[src/rtl/vga_pixel_sink.sv]
// vga_pixel_sink
// Receiving end of the drawing-object pixel bus. Clips off-screen pixels,
// buffers accepted ones in a small FIFO and drains them to the framebuffer
// write port over a ready/valid handshake. Also runs a whole-screen clear.
//
// Optional build macro: VGA_SINK_COLOR_KEY_EN
//   When defined, on-screen pixels whose color equals KEY_COLOR are treated
//   as transparent and silently discarded at stage 1.

module vga_pixel_sink #(
  parameter int nX          = 10,
  parameter int nY          = 9,
  parameter int COLOR_DEPTH = 9,
  parameter int XSCREEN     = 640,
  parameter int YSCREEN     = 480,
  parameter int ADDR_W      = 19,
  parameter int FIFO_DEPTH  = 8,
  parameter logic [COLOR_DEPTH-1:0] CLEAR_COLOR = 9'b000_000_000,
  parameter logic [COLOR_DEPTH-1:0] KEY_COLOR   = 9'b111_000_111
) (
  input  logic                   Clock,
  input  logic                   Reset,
  input  logic [nX-1:0]          pix_x,
  input  logic [nY-1:0]          pix_y,
  input  logic [COLOR_DEPTH-1:0] pix_color,
  input  logic                   pix_write,
  input  logic                   clear_req,
  output logic                   clear_busy,
  output logic [ADDR_W-1:0]      mem_addr,
  output logic [COLOR_DEPTH-1:0] mem_data,
  output logic                   mem_wren,
  input  logic                   mem_ready,
  output logic [3:0]             fifo_level,
  output logic [15:0]            drop_count,
  output logic [15:0]            clip_count
);

  typedef enum logic [1:0] {
    IDLE  = 2'd0,
    DRAIN = 2'd1,
    CLEAR = 2'd2
  } state_t;

  localparam int PTR_W = $clog2(FIFO_DEPTH);
  localparam int CNT_W = PTR_W + 1;
  localparam int XW    = nX + 1;
  localparam int YW    = nY + 1;

  localparam logic [XW-1:0]     X_LIMIT    = XW'(XSCREEN);
  localparam logic [YW-1:0]     Y_LIMIT    = YW'(YSCREEN);
  localparam logic [ADDR_W-1:0] X_STRIDE   = ADDR_W'(XSCREEN);
  localparam logic [ADDR_W-1:0] LAST_ADDR  = ADDR_W'(XSCREEN * YSCREEN - 1);
  localparam logic [CNT_W-1:0]  FULL_COUNT = CNT_W'(FIFO_DEPTH);

  state_t state, next_state;

  logic                   s1_valid;
  logic [ADDR_W-1:0]      s1_addr;
  logic [COLOR_DEPTH-1:0] s1_color;

  logic [ADDR_W-1:0]      fifo_addr  [FIFO_DEPTH];
  logic [COLOR_DEPTH-1:0] fifo_color [FIFO_DEPTH];
  logic [PTR_W-1:0]       rd_ptr, wr_ptr;
  logic [CNT_W-1:0]       fifo_count;

  logic [ADDR_W-1:0]      port_addr;
  logic [COLOR_DEPTH-1:0] port_color;
  logic [ADDR_W-1:0]      clear_addr;
  logic [15:0]            drop_cnt, clip_cnt;

  logic on_screen, key_hit, accept_pixel;
  logic fifo_empty, fifo_full, transfer;
  logic load, clear_start, pop, bypass, push, drop;

  assign on_screen = ({1'b0, pix_x} < X_LIMIT) && ({1'b0, pix_y} < Y_LIMIT);

`ifdef VGA_SINK_COLOR_KEY_EN
  assign key_hit = (pix_color == KEY_COLOR);
`else
  assign key_hit = 1'b0 && (pix_color == KEY_COLOR);
`endif

  assign accept_pixel = pix_write && on_screen && !key_hit;

  assign fifo_empty = (fifo_count == '0);
  assign fifo_full  = (fifo_count == FULL_COUNT);
  assign mem_wren   = (state != IDLE);
  assign transfer   = mem_wren && mem_ready;

  // An empty FIFO lets the stage-1 pixel go straight to the port, which is
  // what gives the two-cycle latency and one-pixel-per-cycle throughput.
  assign pop    = load && !fifo_empty;
  assign bypass = load && fifo_empty;
  assign push   = s1_valid && !bypass && (!fifo_full || pop);
  assign drop   = s1_valid && !bypass && fifo_full && !pop;

  // Stage 1: clip, compute the linear address and count off-screen pixels.
  always_ff @(posedge Clock or posedge Reset) begin
    if (Reset) begin
      s1_valid <= 1'b0;
      s1_addr  <= '0;
      s1_color <= '0;
      clip_cnt <= '0;
    end else begin
      s1_valid <= accept_pixel;
      if (accept_pixel) begin
        s1_addr  <= ADDR_W'(pix_y) * X_STRIDE + ADDR_W'(pix_x);
        s1_color <= pix_color;
      end
      if (pix_write && !on_screen && (clip_cnt != 16'hFFFF))
        clip_cnt <= clip_cnt + 16'd1;
    end
  end

  // FIFO storage; contents need no reset because occupancy is tracked separately.
  always_ff @(posedge Clock) begin
    if (push) begin
      fifo_addr[wr_ptr]  <= s1_addr;
      fifo_color[wr_ptr] <= s1_color;
    end
  end

  // FIFO pointers, occupancy and the saturating overflow counter.
  always_ff @(posedge Clock or posedge Reset) begin
    if (Reset) begin
      rd_ptr     <= '0;
      wr_ptr     <= '0;
      fifo_count <= '0;
      drop_cnt   <= '0;
    end else begin
      if (push) wr_ptr <= wr_ptr + 1'b1;
      if (pop)  rd_ptr <= rd_ptr + 1'b1;
      case ({push, pop})
        2'b10:   fifo_count <= fifo_count + 1'b1;
        2'b01:   fifo_count <= fifo_count - 1'b1;
        default: fifo_count <= fifo_count;
      endcase
      if (drop && (drop_cnt != 16'hFFFF))
        drop_cnt <= drop_cnt + 16'd1;
    end
  end

  // Drain FSM state register.
  always_ff @(posedge Clock or posedge Reset) begin
    if (Reset) state <= IDLE;
    else       state <= next_state;
  end

  // Drain FSM next-state logic; a pending write is never abandoned for a clear.
  always_comb begin
    next_state  = state;
    load        = 1'b0;
    clear_start = 1'b0;
    unique case (state)
      IDLE: begin
        if (clear_req) begin
          next_state  = CLEAR;
          clear_start = 1'b1;
        end else if (!fifo_empty || s1_valid) begin
          next_state = DRAIN;
          load       = 1'b1;
        end
      end
      DRAIN: begin
        if (transfer) begin
          if (clear_req) begin
            next_state  = CLEAR;
            clear_start = 1'b1;
          end else if (!fifo_empty || s1_valid) begin
            load = 1'b1;
          end else begin
            next_state = IDLE;
          end
        end
      end
      CLEAR: begin
        if (transfer && (clear_addr == LAST_ADDR))
          next_state = IDLE;
      end
      default: next_state = IDLE;
    endcase
  end

  // Memory port holding register and the clear address counter.
  always_ff @(posedge Clock or posedge Reset) begin
    if (Reset) begin
      port_addr  <= '0;
      port_color <= '0;
      clear_addr <= '0;
    end else begin
      if (load) begin
        port_addr  <= fifo_empty ? s1_addr  : fifo_addr[rd_ptr];
        port_color <= fifo_empty ? s1_color : fifo_color[rd_ptr];
      end
      if (clear_start)
        clear_addr <= '0;
      else if ((state == CLEAR) && transfer)
        clear_addr <= clear_addr + 1'b1;
    end
  end

  assign clear_busy = (state == CLEAR);
  assign mem_addr   = (state == CLEAR) ? clear_addr  : port_addr;
  assign mem_data   = (state == CLEAR) ? CLEAR_COLOR : port_color;
  assign fifo_level = 4'(fifo_count);
  assign drop_count = drop_cnt;
  assign clip_count = clip_cnt;

endmodule

[config.mk]
export PLATFORM = sky130hd
export DESIGN_NAME = vga_pixel_sink
export DESIGN_NICKNAME = d
export VERILOG_FILES = /design/src/rtl/vga_pixel_sink.sv
export SDC_FILE = /design/constraint.sdc
export NUM_CORES = 1
export LEC_CHECK = 0
export BUFFER_PORTS_ARGS = -buffer_cell sky130_fd_sc_hd__buf_4
export CORE_MARGIN = 2
export CORE_UTILIZATION = 50
export CTS_BUF_LIST = sky130_fd_sc_hd__clkbuf_16
export DETAILED_ROUTE_END_ITERATION = 7
export PLACE_DENSITY = 0.69
export SYNTH_ARGS = -nofsm -noshare
export SYNTH_HDL_FRONTEND = slang
export SYNTH_SLANG_ARGS = --single-unit
[constraint.sdc]
create_clock -name Clock -period 4.31 [get_ports Clock]
set_clock_uncertainty 0.2 [all_clocks]
set_input_delay 0.862 -clock Clock [delete_from_list [all_inputs] [get_ports Clock]]
set_output_delay 0.862 -clock Clock [all_outputs]
set_load 0.01 [all_outputs]
==> flow_metrics.py, run 1 <==
metrics = {
    "timing": {
        "max_freq_mhz": 304,
        "timing.hold.ws_ps": 286,
        "slew_viol_final": 0,
        "maxSlewHeadroom": 0.374,
        "worst_slew_pin_slew_ps": 939,
        "finalSetupViolCount": 0,
        "rsz0062_at_grt": "false",
        "timing_hold_violations_final": 0,
        "fin_setup_tns_ps": 0,
        "period_minus_slack_ps": 3290,
        "post-route-period-util": 0.764,
    },
    "worst_setup_path": {
        "startpoint_type": "flip-flop",
        "rr_startpoint": "fifo_level[1]",
        "end_kind": "output pin",
        "worstSetupPathType": "flip-flop to output pin",
        "critPathMaxFanout": 30,
        "crit_arrival_ps": 2230,
        "startpoint": "state[1]",
        "required_ps": 3250,
        "r2r_slack_ps": 1160,
    },
    "placement": {
        "port_buffers": 98,
        "hpwl_microns": 18000,
        "gp_congestion": 0.797,
    },
    "min_path": {
        "min_from": "clip_count[11]",
        "hold_class": "flip-flop to flip-flop",
    },
    "cells_and_area": {
        "drive_above_1_share": 0.248,
        "fin_nets": 1198,
        "syn2layout_area_growth_pct": 17.0,
        "fill_cells": 2259,
        "diodes": 0,
    },
    "synthesis": {
        "synth_adder_area_share": 0.0245,
        "synth_common_cells": "edfxtp_1 (224), nand2_1 (150), dfrtp_1 (120)",
        "ys_seq_elements": 344,
        "synth_flop_cell": "edfxtp_1",
        "synthTopCellsByArea": "edfxtp_1 (46%), dfrtp_1 (20%), mux4_2 (8.6%), nand2_1 (3.8%), mux2_2 (2.4%)",
        "synth_top_family_by_area": "multiplexers",
        "yosysTopAreaCellShare": 0.457,
        "synth_enable_flop_cells": 224,
        "yosysMostFrequentCell": "edfxtp_1",
        "synth_area_sq_um": 14700,
        "syn-num-nets": 1082,
        "synth-compound-area-share": 0.0438,
        "synth.mux.area_fraction": 0.110,
        "synth_top_cell_by_area": "edfxtp_1",
        "postSynthCellCount": 1022,
        "ys_types": 57,
        "yosys_warnings": 0,
        "synthSimpleGateAreaFrac": 0.106,
        "synth_xor_area_frac": 0.0381,
        "seq_area_frac_synth": 0.661,
        "synth-async-reset-ratio": 0.349,
        "synth.avg_cell_area_sq_um": 14.4,
    },
    "routing": {
        "routed_wirelength_microns": 29500,
        "drt_iter0_drc": 595,
        "via_per_inst": 5.59,
        "antenna_left": 0,
        "drc_errors": 0,
        "vias": 8663,
        "dr.pass1.iters": 4,
        "avgRoutedWirePerCell_microns": 19.0,
    },
    "floorplan": {
        "start_util": 0.510,
        "die_h_microns": 176,
        "die_area_sq_um": 30800,
        "pin_count": 99,
        "rows": 62,
        "die_w_microns": 176,
        "core_sq_um": 28900,
    },
    "power_and_ir_drop": {
        "irDropWorstVdd_mv": 0.372,
        "power.density_nw_per_um2": 628,
        "power.leakage_nw": 6.69,
        "power_w": 0.0108,
    },
    "clock_tree": {
        "cts.path.max_buffers": 3,
        "root_buffer": "clkbuf_16",
        "path_clk_slew_ps": 60,
        "hold_buffers": 0,
        "cts_made_buffers": 37,
        "htreeDepth": 2,
        "cts-resized-gates": 0,
        "cts.sinks": 344,
        "clock_latency_ps": 530,
        "cts_tree": "yes",
        "post_cts_buffers": 0,
    },
    "job": {
        "drv_cap": 0,
    },
    "global_routing": {
        "grt-ovfl-total": 0,
        "grt_max_degree": 68,
        "grt_pass1_wl_microns": 47800,
        "antenna_found_initial": 0,
        "track_usage": 0.198,
        "grt_pass1_vias": 8775,
    },
    "run_status": {
        "outcome": "complete, no violations",
    },
}
report_power, final:
group / switching (W) / internal, W
sequential: 0.000679 / 0.00411
clock: 0.00130 / 0.00183
combinational: 0.00136 / 0.00153
critical path, stage by stage (launching register included):
cell and delay (ps):
dfrtp_1 460, nand2b_1 80, buf_4 240, inv_1 550
nand2_1 110, nand2_1 110, buf_4 120
placed cells by master, fill, tap and decap left out, types with 5 or more instances in the layout:
| cell | instances |
|---|---|
| nand2b_1 | 5 |
| nand4_1 | 16 |
| nor2_1 | 71 |
| o22ai_1 | 28 |
| nor2_2 | 7 |
| inv_1 | 28 |
| nand3_1 | 19 |
| and3_1 | 6 |
| o21ai_0 | 20 |
| mux4_2 | 56 |
| a21oi_1 | 38 |
| buf_4 | 116 |
| nor3_1 | 13 |
| xnor2_1 | 28 |
| edfxtp_1 | 224 |
| clkbuf_16 | 37 |
| mux2_2 | 31 |
| nand2_1 | 150 |
| clkinv_1 | 5 |
| dfrtp_1 | 117 |
| and2_1 | 10 |
| ha_1 | 24 |
| or3_1 | 5 |
| xor2_1 | 36 |
stage by stage:
stage	std cells	instance area, sq um	util	setup WS, ps
6_report	1551	17200	0.597	1020
5_1_grt	1551	17200	0.597	829
4_1_cts	1551	17200	0.597	1030
3_5_place_dp	1483	16000	0.554	661
3_3_place_gp	1483	16000	0.554	713
2_1_floorplan	1022	14700	-	62.2
per-layer routing:
| layer | routed length, microns | share of wire | GRT usage | up-vias |
|---|---|---|---|---|
| li1 | - | - | - | 4026 |
| met1 | 13100 | 0.44 | 0.281 | 4402 |
| met2 | 14400 | 0.49 | 0.328 | 192 |
| met3 | 1480 | 0.050 | 0.0288 | 43 |
| met4 | 508 | 0.017 | 0.0499 | 0 |
| met5 | 0 | 0 | 0 | - |
area by class of cell:
cell class              count  area [sq um]  area share
flip-flops and latches    344          9740       0.566
multi-input cells         619          4790       0.278
clock buffers              37           926      0.0538
repair buffers            118           911      0.0529
well taps                 384           480      0.0279
clock inverters            31           297      0.0172
inverters                  18          70.1     0.00407
final timing paths:
| check | to | cells past startpoint |
|---|---|---|
| max | mem_addr[17] | 6 |
| min | clip_count[11] | 1 |
| max reg2reg | port_addr[18] | 6 |
| min reg2reg | clip_count[11] | 1 |
| max in group asynchronous | port_addr[2] | 3 |
| min in group asynchronous | drop_count[10] | 2 |
sequential cells by signal, summed over array words and instances, names as in the netlist:
register	cells
clear_addr	19
clip_count	16
drop_count	16
fifo_addr	152
fifo_color	72
fifo_level	4
port_addr	19
port_color	9
rd_ptr	3
s1_addr	19
s1_color	9
s1_valid	1
state	2
wr_ptr	3
kinds of logic (layout without fill, tap and decap cells):
group	Yosys count	in the layout
adder cells (fa/ha/maj)	27	27
multiplexers	88	88
flip-flops	344	344
AND/OR/NAND/NOR	334	334
AO/OA/AOI/OAI	106	106
XOR/XNOR	64	64
buffers and inverters	59	204
(Power assumes the default switching activity.)
==> inputs of run 2 (changes only) <==
--- a/config.mk
+++ b/config.mk
@@ -10,7 +10,7 @@
 export CORE_UTILIZATION = 50
 export CTS_BUF_LIST = sky130_fd_sc_hd__clkbuf_16
 export DETAILED_ROUTE_END_ITERATION = 7
-export PLACE_DENSITY = 0.69
+export PLACE_DENSITY = 0.66
 export SYNTH_ARGS = -nofsm -noshare
 export SYNTH_HDL_FRONTEND = slang
 export SYNTH_SLANG_ARGS = --single-unit
==> constraint.sdc (replaced) <==
create_clock -name Clock -period 3.15 [get_ports Clock]
set_clock_uncertainty 0.2 [all_clocks]
set_input_delay 0.63 -clock Clock [delete_from_list [all_inputs] [get_ports Clock]]
set_output_delay 0.63 -clock Clock [all_outputs]
set_load 0.01 [all_outputs]
==> run 2 against run 1 <==
Non-clock buffer count up 29. Clock-buffer cell count unchanged. Die area unchanged. Combinational power up 49%. Worst setup slack worse by 640 ps. Design area up 1.8%. Sequential share of layout area down 1.0 points. Via count up 0.53%. Sequential cell count unchanged. Sequential power up 33%. Global-route usage up 0.14 points. Critical path type unchanged. Critical endpoint is now mem_addr[11]. Largest cell class unchanged.
==> flow_metrics.py, run 2 (synthesis gave the netlist of run 1 again) <==
metrics = {
    "run_status": {
        "outcome": "complete, no violations",
    },
    "global_routing": {
        "grt_pass1_vias": 8750,
        "grt-ovfl-total": 0,
        "grt_pass1_wl_microns": 48200,
        "grt_max_degree": 121,
        "track_usage": 0.200,
        "antenna_found_initial": 0,
    },
    "routing": {
        "avgRoutedWirePerCell_microns": 19.0,
        "drc_errors": 0,
        "drt_iter0_drc": 640,
        "routed_wirelength_microns": 30000,
        "vias": 8709,
        "via_per_inst": 5.52,
        "dr.pass1.iters": 5,
        "antenna_left": 0,
    },
    "timing": {
        "maxSlewHeadroom": 0.511,
        "slew_viol_final": 0,
        "finalSetupViolCount": 0,
        "fin_setup_tns_ps": 0,
        "worst_slack_ps": 376,
        "period_minus_slack_ps": 2770,
        "worst_slew_pin_slew_ps": 734,
        "timing_hold_violations_final": 0,
        "post-route-period-util": 0.880,
        "max_freq_mhz": 361,
        "rsz0062_at_grt": "false",
    },
    "cells_and_area": {
        "diodes": 0,
        "fill_cells": 2248,
        "biggestRegsByFlops": "fifo_addr: 152 flops, fifo_color: 72 flops",
        "largest_reg_flops": 152,
        "fin_nets": 1227,
        "seq_area_sq_um": 9730,
        "fin_util": 0.607,
        "syn2layout_area_growth_pct": 19.1,
        "multiInputGateArea_sq_um": 4790,
        "largest-register": "fifo_addr",
        "layout_commonest_cell": "edfxtp_1",
        "layoutNonFillerInstCount": 1579,
        "drive_above_1_share": 0.267,
        "layout_common_cells": "edfxtp_1 (224), nand2_1 (150), buf_4 (135), dfrtp_1 (118), nor2_1 (71)",
    },
    "clock_tree": {
        "cts.sinks": 344,
        "cts_tree": "yes",
        "cts_made_buffers": 37,
        "post_cts_buffers": 0,
        "clock_latency_ps": 520,
        "cts-resized-gates": 0,
        "root_buffer": "clkbuf_16",
        "hold_buffers": 0,
        "cts.path.max_buffers": 3,
        "htreeDepth": 2,
        "path_clk_slew_ps": 60,
    },
    "floorplan": {
        "die_h_microns": 176,
        "rows": 62,
        "core_sq_um": 28900,
        "start_util": 0.510,
        "die_w_microns": 176,
        "die_area_sq_um": 30800,
        "pin_count": 99,
    },
    "worst_setup_path": {
        "critPathMaxFanout": 16,
        "worstSetupPathType": "flip-flop to output pin",
        "required_ps": 2320,
        "startpoint": "state[1]",
        "end_kind": "output pin",
        "rr_startpoint": "fifo_level[0]",
        "crit_arrival_ps": 1940,
        "reg2regPathDepth": 11,
        "startpoint_type": "flip-flop",
    },
    "job": {
        "drv_cap": 0,
    },
    "power_and_ir_drop": {
        "power.leakage_nw": 6.84,
        "power_w": 0.0149,
        "irDropWorstVdd_mv": 0.405,
        "power.density_nw_per_um2": 852,
    },
    "placement": {
        "dp.cells": 1512,
        "hpwl_microns": 18800,
        "dp_slack_ps": -183,
        "port_buffers": 98,
        "gp_congestion": 0.799,
    },
    "min_path": {
        "whs_path_depth": 3,
        "min_from": "pix_color[5]",
        "hold_class": "input pin to flip-flop",
    },
}
[run 2: cell count changes in the layout (fill, tap and decap cells not counted), moves of 2 or more]
cell	change
clkinv_4	+2
clkinv_1	+3
inv_6	+3
buf_4	+19
buf_12	+10
inv_1	-6
[run 2: metrics by stage]
step | cell area (sq um) | hold WS (ps)
2_1_floorplan | 14700 | 287
3_3_place_gp | 16300 | 278
4_1_cts | 17500 | 71.6
5_1_grt | 17500 | 89.7
6_report | 17500 | 91.6
3_5_place_dp | 16300 | 280
[run 2: critical path, cell delays in order (launching register included)]
cell and delay [ps]:
dfrtp_1 460, nand2b_1 100, inv_1 390, buf_4 240, nand2_1 60, nand2_1 70
buf_4 120
[run 2: power breakdown]
| part | internal [W] | switching (W) | leakage, nW | total, W |
|---|---|---|---|---|
| Clock | 0.00250 | 0.00175 | 0.603 | 0.00424 |
| Combinational | 0.00227 | 0.00204 | 2.71 | 0.00431 |
| Sequential | 0.00562 | 0.000773 | 3.53 | 0.00639 |
| Total | 0.0104 | 0.00456 | 6.84 | 0.0149 |
[run 2: worst paths after layout]
kind | slack [ps] | endpoint
worst max-delay path | 380 | mem_addr[11]
worst min register to register | 290 | clip_count[11]
worst max register to register | 510 | fifo_level[3]
max in group asynchronous | 2110 | rd_ptr[0]
worst min-delay path | 90 | s1_color[5]
min in group asynchronous | 120 | clip_count[4]
[run 2: cell type report]
| type | instances | share of cell area |
|---|---|---|
| multi-input cells | 619 | 0.273 |
| flip-flops and latches | 344 | 0.555 |
| well taps | 384 | 0.0274 |
| clock buffers | 37 | 0.0528 |
| clock inverters | 30 | 0.0156 |
| repair buffers | 147 | 0.0715 |
| inverters | 18 | 0.00407 |
[run 2: routing by layer]
layer / wire, microns / track usage
met5: 0 / 0
met2: 14400 / 0.323
met4: 401 / 0.0461
met3: 1580 / 0.0292
met1: 13600 / 0.291
